<file path="src/rtl/fx_mode_sequencer_if.sv">
// Sync and mode-control bundle between the host/timing side and fx_mode_sequencer.
// The host drives sync inputs and mode requests; the sequencer returns the mode and delayed sync.
interface fx_mode_sequencer_if;
    logic       vsync_in;
    logic       hsync_in;
    logic       de_in;
    logic [3:0] mode_req;
    logic       mode_req_valid;
    logic       auto_en;
    logic [7:0] auto_frames;
    logic [3:0] mode_out;
    logic       mode_pending;
    logic       mode_err;
    logic       frame_start;
    logic       vsync_out;
    logic       hsync_out;
    logic       de_out;

    modport master (
        output vsync_in, hsync_in, de_in, mode_req, mode_req_valid, auto_en, auto_frames,
        input  mode_out, mode_pending, mode_err, frame_start, vsync_out, hsync_out, de_out
    );

    modport slave (
        input  vsync_in, hsync_in, de_in, mode_req, mode_req_valid, auto_en, auto_frames,
        output mode_out, mode_pending, mode_err, frame_start, vsync_out, hsync_out, de_out
    );
endinterface

</file>
<file path="src/rtl/fx_mode_sequencer.sv">
// Effect-mode sequencer: applies host mode requests (or auto-cycle steps) only at frame
// boundaries and delays hsync/vsync/de to line up with the effect-stage pixel pipeline.
module fx_mode_sequencer #(
    parameter int unsigned SYNC_DELAY = 1,
    parameter bit          VS_POL     = 1'b1,
    parameter logic [3:0]  RESET_MODE = 4'b0000
) (
    input logic                pxclk,
    input logic                rst_n,
    fx_mode_sequencer_if.slave bus
);
    typedef enum logic {
        IDLE,
        PEND
    } state_t;

    state_t     state, state_nxt;
    logic [3:0] pend_mode, pend_mode_nxt;
    logic [3:0] mode_q, mode_nxt;
    logic [7:0] frame_cnt, frame_cnt_nxt;
    logic       vs_act, vs_q, frame_start_q, mode_err_q;
    logic       req_ok, auto_on;
    logic [2:0] sync_sr [SYNC_DELAY];

    function automatic logic is_valid(input logic [3:0] m);
        return (m <= 4'd5) || ((m >= 4'd7) && (m <= 4'd10));
    endfunction

    // Auto-cycle order skips the invalid code 6 and wraps 10 -> 0.
    function automatic logic [3:0] next_mode(input logic [3:0] m);
        logic [3:0] n;
        case (m)
            4'd0, 4'd1, 4'd2, 4'd3, 4'd4: n = m + 4'd1;
            4'd5:                         n = 4'd7;
            4'd7, 4'd8, 4'd9:             n = m + 4'd1;
            default:                      n = 4'd0;
        endcase
        return n;
    endfunction

    assign vs_act  = (bus.vsync_in == VS_POL);
    assign req_ok  = bus.mode_req_valid && is_valid(bus.mode_req);
    assign auto_on = bus.auto_en && (bus.auto_frames != '0);

    always_ff @(posedge pxclk) begin
        if (!rst_n) begin
            state         <= IDLE;
            pend_mode     <= RESET_MODE;
            mode_q        <= RESET_MODE;
            frame_cnt     <= '0;
            vs_q          <= 1'b0;
            frame_start_q <= 1'b0;
            mode_err_q    <= 1'b0;
        end else begin
            state         <= state_nxt;
            pend_mode     <= pend_mode_nxt;
            mode_q        <= mode_nxt;
            frame_cnt     <= frame_cnt_nxt;
            vs_q          <= vs_act;
            frame_start_q <= vs_act && !vs_q;
            mode_err_q    <= bus.mode_req_valid && !is_valid(bus.mode_req);
        end
    end

    always_comb begin
        state_nxt     = state;
        pend_mode_nxt = pend_mode;
        mode_nxt      = mode_q;
        frame_cnt_nxt = auto_on ? frame_cnt : '0;
        if (frame_start_q) begin
            // Boundary priority: same-cycle request, then held request, then auto step.
            if (req_ok) begin
                mode_nxt      = bus.mode_req;
                state_nxt     = IDLE;
                frame_cnt_nxt = '0;
            end else if (state == PEND) begin
                mode_nxt      = pend_mode;
                state_nxt     = IDLE;
                frame_cnt_nxt = '0;
            end else if (auto_on) begin
                // >= so that shrinking auto_frames below the count still steps next frame.
                if (frame_cnt >= (bus.auto_frames - 8'd1)) begin
                    mode_nxt      = next_mode(mode_q);
                    frame_cnt_nxt = '0;
                end else begin
                    frame_cnt_nxt = frame_cnt + 8'd1;
                end
            end
        end else if (req_ok) begin
            state_nxt     = PEND;
            pend_mode_nxt = bus.mode_req;
        end
    end

    always_ff @(posedge pxclk) begin
        if (!rst_n) begin
            for (int unsigned i = 0; i < SYNC_DELAY; i++) begin
                sync_sr[i] <= '0;
            end
        end else begin
            sync_sr[0] <= {bus.vsync_in, bus.hsync_in, bus.de_in};
            for (int unsigned i = 1; i < SYNC_DELAY; i++) begin
                sync_sr[i] <= sync_sr[i-1];
            end
        end
    end

    assign bus.mode_out     = mode_q;
    assign bus.mode_pending = (state == PEND);
    assign bus.mode_err     = mode_err_q;
    assign bus.frame_start  = frame_start_q;
    assign bus.vsync_out    = sync_sr[SYNC_DELAY-1][2];
    assign bus.hsync_out    = sync_sr[SYNC_DELAY-1][1];
    assign bus.de_out       = sync_sr[SYNC_DELAY-1][0];
endmodule
</file>
<file path="src/flat_wrapper.sv">
// flat-port wrapper written by rule: the top's interface ports become plain ports
module fx_mode_sequencer_flat 
#(
    parameter int unsigned SYNC_DELAY = 1,
    parameter bit          VS_POL     = 1'b1,
    parameter logic [3:0]  RESET_MODE = 4'b0000
)
  (pxclk, rst_n, bus_vsync_in, bus_hsync_in, bus_de_in, bus_mode_req, bus_mode_req_valid, bus_auto_en, bus_auto_frames, bus_mode_out, bus_mode_pending, bus_mode_err, bus_frame_start, bus_vsync_out, bus_hsync_out, bus_de_out);
  fx_mode_sequencer_if bus_i ();
  input logic pxclk;
  input logic rst_n;
  input wire logic [$bits(bus_i.vsync_in)-1:0] bus_vsync_in;
  input wire logic [$bits(bus_i.hsync_in)-1:0] bus_hsync_in;
  input wire logic [$bits(bus_i.de_in)-1:0] bus_de_in;
  input wire logic [$bits(bus_i.mode_req)-1:0] bus_mode_req;
  input wire logic [$bits(bus_i.mode_req_valid)-1:0] bus_mode_req_valid;
  input wire logic [$bits(bus_i.auto_en)-1:0] bus_auto_en;
  input wire logic [$bits(bus_i.auto_frames)-1:0] bus_auto_frames;
  output wire logic [$bits(bus_i.mode_out)-1:0] bus_mode_out;
  output wire logic [$bits(bus_i.mode_pending)-1:0] bus_mode_pending;
  output wire logic [$bits(bus_i.mode_err)-1:0] bus_mode_err;
  output wire logic [$bits(bus_i.frame_start)-1:0] bus_frame_start;
  output wire logic [$bits(bus_i.vsync_out)-1:0] bus_vsync_out;
  output wire logic [$bits(bus_i.hsync_out)-1:0] bus_hsync_out;
  output wire logic [$bits(bus_i.de_out)-1:0] bus_de_out;
  assign bus_i.vsync_in = bus_vsync_in;
  assign bus_i.hsync_in = bus_hsync_in;
  assign bus_i.de_in = bus_de_in;
  assign bus_i.mode_req = bus_mode_req;
  assign bus_i.mode_req_valid = bus_mode_req_valid;
  assign bus_i.auto_en = bus_auto_en;
  assign bus_i.auto_frames = bus_auto_frames;
  assign bus_mode_out = bus_i.mode_out;
  assign bus_mode_pending = bus_i.mode_pending;
  assign bus_mode_err = bus_i.mode_err;
  assign bus_frame_start = bus_i.frame_start;
  assign bus_vsync_out = bus_i.vsync_out;
  assign bus_hsync_out = bus_i.hsync_out;
  assign bus_de_out = bus_i.de_out;
  fx_mode_sequencer #(.SYNC_DELAY(SYNC_DELAY), .VS_POL(VS_POL), .RESET_MODE(RESET_MODE)) u_core (.pxclk(pxclk), .rst_n(rst_n), .bus(bus_i));
endmodule
</file>
<file path="config.mk">
export PLATFORM = sky130hd
export DESIGN_NAME = fx_mode_sequencer_flat
export DESIGN_NICKNAME = d
export VERILOG_FILES = /design/src/rtl/fx_mode_sequencer_if.sv /design/src/rtl/fx_mode_sequencer.sv /design/src/flat_wrapper.sv
export SDC_FILE = /design/constraint.sdc
export NUM_CORES = 1
export LEC_CHECK = 0
export ABC_AREA = 0
export CORE_UTILIZATION = 52
export CTS_CLUSTER_DIAMETER = 60
export DETAILED_ROUTE_END_ITERATION = 7
export GPL_ROUTABILITY_DRIVEN = 0
export PLACE_DENSITY = 0.9
export SLEW_MARGIN = 20
export SYNTH_ARGS = -nofsm -noshare
export SYNTH_HDL_FRONTEND = slang
export SYNTH_SLANG_ARGS = --single-unit
</file>
<file path="constraint.sdc">
create_clock -name pxclk -period 3 [get_ports pxclk]
set_input_delay 0.3 -clock pxclk [delete_from_list [all_inputs] [get_ports pxclk]]
set_output_delay 0.3 -clock pxclk [all_outputs]
set_load 0.005 [all_outputs]
</file>
==> out/qor.yml <==
critPathLaunchType: "input port"
post-place-ws_ns: -0.2944
fin_skew_ns: 0.001906
cts_sinks: 22
drcViolationCount: 2
ant_nets: 0
cts_tree: "yes"
hold_viol_final: 0
worstPathArrival_ns: 3.08
worst-setup-path-type: "in -> reg"
synth.area.top_cells: "dfxtp_1, ha_1, nand2_1"
tightest_slew_ns: 0.5550
core_area_um2: 2805
ys_seq_elements: 22
n_antenna_cell: 0
nets: 265
synth_top_area_share: 0.2827
drtIter0Drc: 96
drive_gt1_frac: 0.1087
vias_per_cell: 6.000
finalMaxSlewViolations: 0
post-dp-hpwl_um: 2897
synth_edf_count: 0
initial_utilization: 0.5553
die_w_um: 56.73
port_buffers: 28
cts_made_buffers: 3
slew_headroom: 0.6293
yosysWarnings: 0
r2r-end: "u_core.frame_cnt[6]"
max_freq_mhz: 353.2
required_ns: 3.25
ff2ff_setup_slack_ns: 0.81
leakage_nw: 0.7843
hold_path_startpoint: "u_core.vs_q"
finalSetupTns_ns: 0
syn_to_final_growth_pct: 30.04
min_to: "u_core.bus.frame_start"
grtUsageTotal: 0.2394
fin_hold_ws_ns: 0.4307
min_period_ns: 2.831
seqCellArea_um2: 440.4
violations: "design-rule violations"
syn-num-nets: 223
cts_setup_buffers: 0
netlist_instances: 189
avgSynthCellArea_um2: 8.242
cts-root-buf: "clkbuf_4"
die_area_um2: 3218
synth_area_leader_cell: "dfxtp_1"
antenna_found_initial: 0
r2r_cells: 6
h-tree-depth: 1
rr_startpoint: "u_core.frame_cnt[2]"
cts-resized-gates: 0
period_share: 0.9437
clock_path_buffers: 2
die_y_um: 56.73
ys.flop_type: "dfxtp_1"
fill_cells: 209
setup_slack_ns: 0.1690
io_pins: 29
rows: 19
dr.pass1.iters: 6
grt_max_degree: 14
p_per_area_nw_per_um2: 344.8
cp-end-kind: "flip-flop"
clock_latency_ns: 0.31
grt_pass1_vias: 1356
vias: 1566
ys_seq_area_frac: 0.2827
wl_per_cell_um: 14.30
ys_async_sr_fraction: 0
multi_input_area_um2: 1067
utilization: 0.7221
drv_cap: 0
ir_drop_uv: 334.5
finalSetupViolations: 0
overflow: 0
min_path_cells: 1
clk_pin_slew_worst_paths_ns: 0.12
synth_area_um2: 1558
routed_wirelength_um: 3731
cts_hold_buf: 0
synth_cell_types: 51
critical_path_peak_fanout: 3
grt_pass1_wl_um: 6072
status: "complete, but fails checks"
min_path_type: "reg -> reg"
grt_setup_unrepaired: "false"
## metal layers
metal	vias up	routed length [µm]	track usage
met2	48	1773	0.3997
li1	780	-	-
met1	736	1730	0.3305
met4	0	13	0.03136
met5	-	0	0
met3	2	214	0.04147
## how the worst max path moves through the flow
stage	slack, ns	cells past startpoint	end	from
floorplan	0.26	9	u_core.frame_cnt[6]	bus_auto_frames[2]
global placement	-0.20	10	u_core.frame_cnt[6]	bus_auto_frames[2]
detailed placement	-0.29	10	u_core.frame_cnt[6]	bus_auto_frames[2]
CTS	0.03	10	u_core.frame_cnt[6]	bus_auto_frames[2]
global route	0.02	10	u_core.frame_cnt[6]	bus_auto_frames[2]
finish	0.17	10	u_core.frame_cnt[6]	bus_auto_frames[2]
## cell usage in the layout (no fill, tap or decap), drive strengths merged, types with 5 or more instances in the layout
master,n
ha,15
a211o,5
nor3,5
nand2,24
buf,13
a211oi,6
nor2,9
xnor2,6
dfxtp,22
inv,13
nand3,6
and2,5
o21ai,8
a21oi,17
clkdlybuf4s50,28
## per-stage QoR
step                total power [mW]  cells  instance area (µm²)
finish                        0.6985    261                 2026
global route                  0.7363    261                 2026
CTS                           0.7003    261                 2011
detailed placement            0.4747    257                 1958
global placement              0.4705    257                 1958
floorplan                     0.3978    189                 1558
## critical path, stage by stage
cell	delay [ns]
clkdlybuf4s50_1	0.42
or4_4	0.56
nor4_4	0.16
xnor2_1	0.15
ha_1	0.26
a21oi_1	0.12
o21ai_0	0.17
a211o_4	0.34
or4_1	0.46
a21oi_1	0.14
## synthesized netlist by cell type (all sizes together), types with 2 or more instances
| cell | number |
|---|---|
| dfxtp | 22 |
| nor3 | 5 |
| a21o | 2 |
| a21oi | 17 |
| or3 | 2 |
| nor2b | 3 |
| inv | 13 |
| o221ai | 2 |
| clkbuf | 3 |
| o21ai | 8 |
| nand3 | 6 |
| o22ai | 2 |
| o22a | 2 |
| a31oi | 2 |
| o21bai | 2 |
| xnor2 | 6 |
| a211oi | 6 |
| ha | 15 |
| and2 | 5 |
| a211o | 5 |
| nand2 | 24 |
| mux2i | 3 |
| a2bb2oi | 2 |
| or2 | 2 |
| nor2 | 9 |
| or4 | 3 |
## flip-flops by register name, summed over array words and instances, names as in the netlist
name,cells
u_core.vs_q,1
u_core.frame_cnt,8
u_core.pend_mode,4
u_core.bus.frame_start,1
u_core.bus.mode_pending,1
u_core.sync_sr,2
u_core.bus.mode_err,1
u_core.bus.mode_out,4
## where the power goes
part           internal, mW  total [mW]  switching, mW
sequential            0.301       0.312         0.0103
clock                 0.135       0.226         0.0910
combinational        0.0828       0.161         0.0778
## area by class of cell
| class | instances | share of cell area |
|---|---|---|
| clock buffer | 3 | 0.01112 |
| clock inverter | 1 | 0.01482 |
| inverter | 13 | 0.02409 |
| multi-input combinational | 150 | 0.5269 |
| sequential | 22 | 0.2174 |
| tap | 31 | 0.01915 |
| timing repair buffer | 41 | 0.1865 |
## cells by family (layout without fill, tap and decap cells)
| group | count (synthesis) | after routing | share of synthesized area |
|---|---|---|---|
| simple gates | 68 | 68 | 0.2273 |
| xor+xnor | 7 | 7 | 0.03936 |
| flops | 22 | 22 | 0.2827 |
| compound gates | 57 | 57 | 0.2691 |
| fa+ha+maj | 15 | 15 | 0.1205 |
| mux | 3 | 3 | 0.01928 |
| buf+inv | 17 | 58 | 0.04177 |
Power figures use the tool's default switching activity.
